--- config.mk ---
export PLATFORM = sky130hd
export DESIGN_NAME = ps2_host_tx
export DESIGN_NICKNAME = d
export VERILOG_FILES = /design/src/rtl/ps2_defs.sv /design/src/rtl/ps2_line_sync.sv /design/src/rtl/ps2_host_tx.sv
export SDC_FILE = /design/constraint.sdc
export NUM_CORES = 1
export LEC_CHECK = 0
export CAP_MARGIN = 20
export CORE_MARGIN = 2
export CORE_UTILIZATION = 50
export CTS_BUF_LIST = sky130_fd_sc_hd__clkbuf_4 sky130_fd_sc_hd__clkbuf_8 sky130_fd_sc_hd__clkbuf_16
export DETAILED_ROUTE_END_ITERATION = 10
export PLACE_DENSITY = 0.74
export SYNTH_ARGS = -nofsm -noshare
export SYNTH_HDL_FRONTEND = slang
export SYNTH_SLANG_ARGS = --single-unit
--- constraint.sdc ---
create_clock -name i_clk -period 2.93 [get_ports i_clk]
set_clock_uncertainty 0.05 [all_clocks]
set_input_delay 0.7325 -clock i_clk [delete_from_list [all_inputs] [get_ports i_clk]]
set_output_delay 0.7325 -clock i_clk [all_outputs]
set_load 0.03 [all_outputs]
--- src/rtl/ps2_defs.sv ---
// Shared definitions for the PS/2 host-to-device transmitter: FSM states,
// frame geometry and common keyboard command bytes.
package ps2_defs;

  typedef enum logic [2:0] {
    ST_IDLE,
    ST_INHIBIT,
    ST_START,
    ST_SHIFT,
    ST_ACK,
    ST_WAIT_IDLE
  } state_t;

  localparam int DATA_BITS = 8;
  localparam int ACK_EDGE  = 11;
  localparam int STOP_EDGE = ACK_EDGE - 1;

  localparam logic [7:0] CMD_SET_LED = 8'hED;
  localparam logic [7:0] CMD_RESET   = 8'hFF;

  function automatic logic odd_parity(input logic [DATA_BITS-1:0] d);
    return ~^d;
  endfunction

endpackage

--- src/rtl/ps2_line_sync.sv ---
// Brings the open-collector PS/2 clock and data lines into the system clock
// domain and flags falling edges of the device clock.
module ps2_line_sync (
  input  logic clk,
  input  logic rst_n,
  input  logic ps2_sclk,
  input  logic ps2_data,
  output logic sclk_sync,
  output logic data_sync,
  output logic sclk_fall
);

  logic [1:0] sclk_meta;
  logic [1:0] data_meta;
  logic       sclk_prev;

  // Idle bus is high, so everything resets to 1 to avoid a false edge.
  always_ff @(posedge clk) begin
    if (!rst_n) begin
      sclk_meta <= 2'b11;
      data_meta <= 2'b11;
      sclk_prev <= 1'b1;
    end else begin
      sclk_meta <= {sclk_meta[0], ps2_sclk};
      data_meta <= {data_meta[0], ps2_data};
      sclk_prev <= sclk_meta[1];
    end
  end

  assign sclk_sync = sclk_meta[1];
  assign data_sync = data_meta[1];
  assign sclk_fall = sclk_prev & ~sclk_meta[1];

endmodule

--- src/rtl/ps2_host_tx.sv ---
// PS/2 host transmitter: inhibits the bus, issues a request-to-send, shifts a
// command byte out on device clock edges and checks the device ACK.
module ps2_host_tx
  import ps2_defs::*;
#(
  parameter int INHIBIT_CYCLES = 6000,
  parameter int START_CYCLES   = 50,
  parameter int TIMEOUT_CYCLES = 1000000
) (
  input  logic       i_clk,
  input  logic       i_rst_n,
  input  logic       i_ps2_sclk,
  input  logic       i_ps2_data,
  output logic       o_ps2_sclk_oe,
  output logic       o_ps2_data_oe,
  input  logic       i_tx_valid,
  input  logic [7:0] i_tx_data,
  output logic       o_tx_ready,
  output logic       o_busy,
  output logic       o_tx_done,
  output logic       o_tx_err
);

  localparam logic [31:0] INHIBIT_LAST = 32'(INHIBIT_CYCLES - 1);
  localparam logic [31:0] START_LAST   = 32'(START_CYCLES - 1);
  localparam logic [31:0] TIMEOUT_LAST = 32'(TIMEOUT_CYCLES - 1);
  localparam logic [3:0]  LAST_SHIFT   = 4'(STOP_EDGE - 1);

  state_t               state_q, state_next;
  logic                 sclk_sync, data_sync, sclk_fall;
  logic [31:0]          phase_cnt, to_cnt;
  logic [3:0]           bit_cnt;
  logic [DATA_BITS:0]   frame_q;
  logic                 idle_hi_q;
  logic                 accept, bus_phase, timeout;
  logic                 sclk_oe_d, data_oe_d, done_d, err_d, ready_d, busy_d;

  ps2_line_sync u_sync (
    .clk       (i_clk),
    .rst_n     (i_rst_n),
    .ps2_sclk  (i_ps2_sclk),
    .ps2_data  (i_ps2_data),
    .sclk_sync (sclk_sync),
    .data_sync (data_sync),
    .sclk_fall (sclk_fall)
  );

  assign accept    = i_tx_valid && o_tx_ready;
  assign bus_phase = (state_q == ST_SHIFT) || (state_q == ST_ACK) || (state_q == ST_WAIT_IDLE);
  assign timeout   = bus_phase && !sclk_fall && (to_cnt == TIMEOUT_LAST);

  // Outputs are registered alongside the state so they line up with it exactly.
  always_ff @(posedge i_clk) begin
    if (!i_rst_n) begin
      state_q       <= ST_IDLE;
      o_ps2_sclk_oe <= 1'b0;
      o_ps2_data_oe <= 1'b0;
      o_tx_done     <= 1'b0;
      o_tx_err      <= 1'b0;
      o_tx_ready    <= 1'b1;
      o_busy        <= 1'b0;
    end else begin
      state_q       <= state_next;
      o_ps2_sclk_oe <= sclk_oe_d;
      o_ps2_data_oe <= data_oe_d;
      o_tx_done     <= done_d;
      o_tx_err      <= err_d;
      o_tx_ready    <= ready_d;
      o_busy        <= busy_d;
    end
  end

  always_comb begin
    state_next = state_q;
    case (state_q)
      ST_IDLE:      if (accept) state_next = ST_INHIBIT;
      ST_INHIBIT:   if (phase_cnt == INHIBIT_LAST) state_next = ST_START;
      ST_START:     if (phase_cnt == START_LAST) state_next = ST_SHIFT;
      ST_SHIFT: begin
        if (timeout) state_next = ST_IDLE;
        else if (sclk_fall && bit_cnt == LAST_SHIFT) state_next = ST_ACK;
      end
      ST_ACK: begin
        if (timeout) state_next = ST_IDLE;
        else if (sclk_fall) state_next = ST_WAIT_IDLE;
      end
      ST_WAIT_IDLE: begin
        if (timeout) state_next = ST_IDLE;
        else if (sclk_sync && data_sync && idle_hi_q) state_next = ST_IDLE;
      end
      default:      state_next = ST_IDLE;
    endcase
  end

  // The data line stays low from START into SHIFT as the start bit, then
  // follows the frame after each device falling edge; edge 10 releases it.
  always_comb begin
    sclk_oe_d = (state_next == ST_INHIBIT) || (state_next == ST_START);
    data_oe_d = 1'b0;
    if (state_next == ST_START) begin
      data_oe_d = 1'b1;
    end else if (state_next == ST_SHIFT) begin
      if (state_q != ST_SHIFT) data_oe_d = 1'b1;
      else if (sclk_fall)      data_oe_d = ~frame_q[0];
      else                     data_oe_d = o_ps2_data_oe;
    end
    done_d  = (state_q == ST_ACK) && sclk_fall && !data_sync;
    err_d   = timeout || ((state_q == ST_ACK) && sclk_fall && data_sync);
    ready_d = (state_next == ST_IDLE);
    busy_d  = (state_next != ST_IDLE);
  end

  always_ff @(posedge i_clk) begin
    if (!i_rst_n) begin
      phase_cnt <= '0;
      to_cnt    <= '0;
      bit_cnt   <= '0;
      frame_q   <= '0;
      idle_hi_q <= 1'b0;
    end else begin
      if (state_next != state_q)
        phase_cnt <= '0;
      else if (state_q == ST_INHIBIT || state_q == ST_START)
        phase_cnt <= phase_cnt + 32'd1;

      if (!bus_phase || sclk_fall) to_cnt <= '0;
      else                         to_cnt <= to_cnt + 32'd1;

      if (accept) begin
        frame_q <= {odd_parity(i_tx_data), i_tx_data};
        bit_cnt <= '0;
      end else if (state_q == ST_SHIFT && sclk_fall) begin
        frame_q <= {1'b1, frame_q[DATA_BITS:1]};
        bit_cnt <= bit_cnt + 4'd1;
      end

      idle_hi_q <= sclk_sync & data_sync;
    end
  end

endmodule

Word level (Yosys, flattened, before mapping)
Cells that the tools add are included.
{"block": "totals", "reg_bits": 92, "in_bits": 13, "output_inout_bits": 6}
{"block": "classes", "n_addsub": 3, "eq_ne": 15, "muxes": 16, "n_bitwise": 5, "reduce_logical": 27}
{"op": "32-bit by 1-bit adder with 32-bit output, second input constant", "n": 2}
{"op": "32-bit by 13-bit == test with 1-bit output, second input constant", "n": 1}
{"op": "32-bit by 20-bit == test with 1-bit output, second input constant", "n": 1}
{"op": "32-bit by 6-bit == test with 1-bit output, second input constant", "n": 1}
{"op": "3-bit 2-to-1 mux", "n": 9}
{"op": "9-bit 2-to-1 mux", "n": 2}
{"op": "3-bit case mux with 6 select lines", "n": 1}
{"op": "3-bit by 2-bit == test with 1-bit output, second input constant", "n": 4}
{"op": "1-bit logical AND", "n": 10}
{"op": "8-bit XNOR reduction", "n": 1}
{"op": "3-bit by 1-bit == test with 1-bit output, second input constant", "n": 2}
{"op": "3-bit == test, second input constant", "n": 2}
{"op": "3-bit zero test", "n": 2}
{"op": "1-bit logical OR", "n": 6}
{"op": "2-bit OR reduction", "n": 3}
{"op": "4-bit by 1-bit adder with 4-bit output, second input constant", "n": 1}
{"op": "4-bit == test, second input constant", "n": 1}
{"op": "1-bit 2-to-1 mux", "n": 4}
{"op": "4-bit by 3-bit inequality test with 1-bit output, second input constant", "n": 1}
{"op": "1-bit zero test", "n": 3}
{"op": "3-bit by 2-bit inequality test with 1-bit output, second input constant", "n": 1}
{"op": "3-bit inequality test", "n": 1}
{"op": "1-bit inverter", "n": 3}
{"op": "3-bit nonzero test", "n": 1}
{"op": "other kinds (2)", "n": 3}

Logic depth before layout (Yosys ltp)
{"block": "logic_depth", "word_depth": 10, "ltp_mapped": 9, "mapped_depth_nobuf": 8}

By module
From an unflattened synthesis, not the netlist that was laid out.
{"block": "unflattened", "hier_cells": 490, "area_unflattened_um2": 4192.8}
{"module": "ps2_host_tx", "n_inst": 1, "cells_each": 479, "area_per_inst_um2": 4055.1, "seq_area_each_um2": 1741.7}
{"module": "ps2_line_sync", "n_inst": 1, "cells_each": 11, "area_per_inst_um2": 137.6, "seq_area_each_um2": 100.1}

Worst setup path after synthesis
No wires, ideal clock.
{"block": "synth_timing", "path_kind": "reg-to-reg", "start": "reg phase_cnt[0]", "end": "reg o_busy", "setup_time_ns": 0.115, "t_arrival_ns": 1.951, "t_required_ns": 2.765, "path_slack_ns": 0.814, "stages_incl_launch_ff": 8, "path_buffers": 0, "cell_sequence": "dfxtp_1 > ha_1 > nand3_1 > or3_1 > o31ai_1 > o31ai_1 > or4_1 > o21a_1"}
{"block": "synth_via", "elab_chain_cells": 4}
{"item": "from (decl)", "line": "ps2_host_tx.sv:31", "rtl": "logic [31:0] phase_cnt, to_cnt;"}
{"item": "from (signal assigned)", "line": "ps2_host_tx.sv:124", "rtl": "phase_cnt <= phase_cnt + 32'd1;"}
{"item": "32-bit by 6-bit == test with 1-bit output or 32-bit by 13-bit == test with 1-bit output (tied branches)", "line": "ps2_host_tx.sv:78, ps2_host_tx.sv:77"}
{"item": "3-bit 2-to-1 mux (on tied branches)", "line": "ps2_host_tx.sv:78, ps2_host_tx.sv:77"}
{"item": "3-bit case mux with 6 select lines (*)", "line": "ps2_host_tx.sv:75", "rtl": "case (state_q)"}
{"item": "3-bit nonzero test (*)", "line": "ps2_host_tx.sv:110", "rtl": "busy_d = (state_next != ST_IDLE);"}
{"item": "to (signal assigned)", "line": "ps2_host_tx.sv:69", "rtl": "o_busy <= busy_d;"}
{"item": "to (decl)", "line": "ps2_host_tx.sv:19", "rtl": "output logic o_busy,"}
Mark *: on every way between the ends. The rest lies on a longest branch, timed or not.
A chain may end at the register's enable or synchronous reset.

Worst setup path in the final report
Same ends and word-level chain as after synthesis.

==> impl_metrics.env <==
export IMPL_avgSynthCellArea_um2=8.68
export IMPL_fp_dieH_um=96.2
export IMPL_power_leakage_uw=0.00164
export IMPL_power_density_nw_per_um2=504
export IMPL_cp_max_fo=4
export IMPL_antenna_found_initial=0
export IMPL_drive_above_1_share=0.0618
export IMPL_min_period_over_period=0.824
export IMPL_syn_area_um2=4250
export IMPL_cts_buffers=9
export IMPL_avgRoutedWirePerCell_um=12.8
export IMPL_die_area_um2=9260
export IMPL_worstSetupStartpointType="flip-flop"
export IMPL_seq_area_frac_synth=0.433
export IMPL_ys_seq_elements=92
export IMPL_fin_nets=531
export IMPL_finalWirelength_mm=7.95
export IMPL_finalMaxSlewViolations=0
export IMPL_synth_edf_count=0
export IMPL_clockRootBuffer="clkbuf_8"
export IMPL_final_cell_mix="92 x nor2_1, 92 x dfxtp_1, 42 x nand2_1, 39 x xnor2_1, 30 x xor2_1"
export IMPL_cp_slowest_stage_delay_ns=0.50
export IMPL_path_buf_inv=0
export IMPL_drt_iter0_drc=201
export IMPL_io_buffers=18
export IMPL_coreArea_um2=8220
export IMPL_utilization=0.584
export IMPL_postRouteAntennaNets=0
export IMPL_grt_usage=0.189
export IMPL_hold_buffers=0
export IMPL_min_path_cells=1
export IMPL_grt_first_pass_wirelength_mm=13.9
export IMPL_ys_warnings_count=0
export IMPL_ctsResizeCount=0
export IMPL_end_kind="flip-flop"
export IMPL_syn_nets=508
export IMPL_reg2reg_depth=7
export IMPL_maxCapViolCount=0
export IMPL_dp_hpwl_mm=5.53
export IMPL_firstDrtPassIters=4
export IMPL_met3_length_um=265
export IMPL_placedInstanceArea_um2=4570
export IMPL_gp_congestion=0.862
export IMPL_syn_inst=490
export IMPL_drc_errors=0
export IMPL_post_place_ws_ns=0.520
export IMPL_io_pins=19
export IMPL_fin_crit_ns=2.42
export IMPL_wl_met2_mm=3.59
export IMPL_synth_cell_types=48
export IMPL_clk_pin_slew_worst_paths_ns=0.10
export IMPL_clk_latency_ns=0.36
export IMPL_viasPerCell=5.39
export IMPL_grt_pass1_vias=3158
export IMPL_final_area_um2=4800
export IMPL_start_util=0.518
export IMPL_instances_no_fill=623
export IMPL_cts_tree="done"
export IMPL_syn_to_final_growth_pct=12.8
export IMPL_slowest_stage="or4_1"
export IMPL_synth_ff_type="dfxtp_1"
export IMPL_fp_dieW_um=96.2
export IMPL_h_tree_depth=3
export IMPL_ir_drop_mv=0.363
export IMPL_rsz0062_at_grt="no"
export IMPL_path_delay_family="simple AND/OR/NAND/NOR gates"
export IMPL_timing_fmax_mhz=414
export IMPL_grt_overflow=0
export IMPL_met1_length_mm=3.95
export IMPL_path_class="reg -> reg"
export IMPL_setup_viol=0
export IMPL_worstPathArrival_ns=2.63
export IMPL_cp_num_cells=7
export IMPL_vias=3360
export IMPL_row_count=33
export IMPL_synthArstFlopShare=0
export IMPL_cts_sinks=92
export IMPL_fin_tns_setup_ns=0
export IMPL_routed_top_layer="met4"
export IMPL_crit_top_cell="o31ai_1"
export IMPL_clk_path_buf_depth=2
export IMPL_n_fill_cell=711
export IMPL_grt_max_degree=32
export IMPL_status="finished clean"
export IMPL_hp_class="reg -> reg"
export IMPL_worstPathCellList="ha_1 -> nand3_1 -> or3_1 -> o31ai_1 -> o31ai_1 -> or4_1 -> o21a_1"
export IMPL_worstMarginPinSlew_ns=0.561
export IMPL_hold_violations=0
export IMPL_dp_cells=607
export IMPL_antenna_cells=0
export IMPL_post_cts_buffers=0
export IMPL_relSlewSlack=0.623
export IMPL_worstPathRequired_ns=3.14
export IMPL_setup_slack_ns=0.514
[synthesized netlist by cell type, types with 4 or more instances]
cell type	n	share of area
dfxtp_1	92	0.43
nor2_1	92	0.081
nand2_1	42	0.037
xnor2_1	39	0.080
xor2_1	30	0.062
nand3_1	20	0.024
nand4_1	17	0.025
nor3_1	17	0.020
inv_1	12	0.011
and3_1	10	0.015
nor4_1	10	0.015
mux2i_1	9	0.021
o211a_1	9	0.021
clkbuf_1	8	0.0071
nand2b_1	7	0.010
a21oi_1	6	0.0071
buf_2	6	0.0071
o21ai_0	6	0.0071
ha_1	5	0.015
or3_1	5	0.0074
and4_1	4	0.0082
[logic make-up (layout without fill, tap and decap cells)]
| kind of cell | count (synthesis) | count (layout) | share of synthesized area |
|---|---|---|---|
| AND/OR/NAND/NOR | 252 | 252 | 0.300 |
| AO/OA/AOI/OAI | 37 | 37 | 0.0647 |
| multiplexers | 9 | 9 | 0.0212 |
| buffers and inverters | 26 | 54 | 0.0247 |
| XOR/XNOR | 69 | 69 | 0.142 |
| flip-flops | 92 | 92 | 0.433 |
| adder cells (fa/ha/maj) | 5 | 5 | 0.0147 |
[layout make-up]
| class | instances | area (µm²) | share of cell area |
|---|---|---|---|
| clock buffer | 9 | 124 | 0.0258 |
| tap | 105 | 131 | 0.0274 |
| sequential | 92 | 1840 | 0.384 |
| timing repair buffer | 26 | 240 | 0.0501 |
| inverter | 12 | 45.0 | 0.00939 |
| multi-input combinational | 372 | 2310 | 0.481 |
| clock inverter | 7 | 108 | 0.0224 |
[final timing paths]
check | from | endpoint | slack, ns
worst min-delay path | u_sync.sclk_meta[0] | u_sync.sclk_meta[1] | 0.36
worst max register to register | phase_cnt[0] | o_busy | 0.51
worst max-delay path | phase_cnt[0] | o_busy | 0.51
worst min register to register | u_sync.sclk_meta[0] | u_sync.sclk_meta[1] | 0.36
[per-stage QoR]
step / hold WS [ns] / total power [µW]
CTS: 0.369 / 2430
global route: 0.392 / 2510
detailed placement: 0.346 / 1460
finish: 0.364 / 2420
global placement: 0.338 / 1460
floorplan: 0.336 / 1410
[layer usage]
| metal | GRT usage | vias up |
|---|---|---|
| met5 | 0 | - |
| met4 | 0.0750 | 0 |
| met3 | 0.0454 | 13 |
| met2 | 0.299 | 58 |
| met1 | 0.250 | 1564 |
| li1 | - | 1725 |
[registers in the layout, indices dropped and copies added (netlist names), 2 cells and up]
name	flops
u_sync.data_meta	2
bit_cnt	4
to_cnt	32
phase_cnt	32
state_q	3
frame_q	9
u_sync.sclk_meta	2
[where the power goes]
group / switching (µW) / total, µW / internal (µW)
Combinational: 73.3 / 143 / 69.8
Clock: 486 / 983 / 497
Sequential: 16.5 / 1290 / 1270
Total: 576 / 2420 / 1840
No activity file was read; power rests on OpenSTA's default activity.
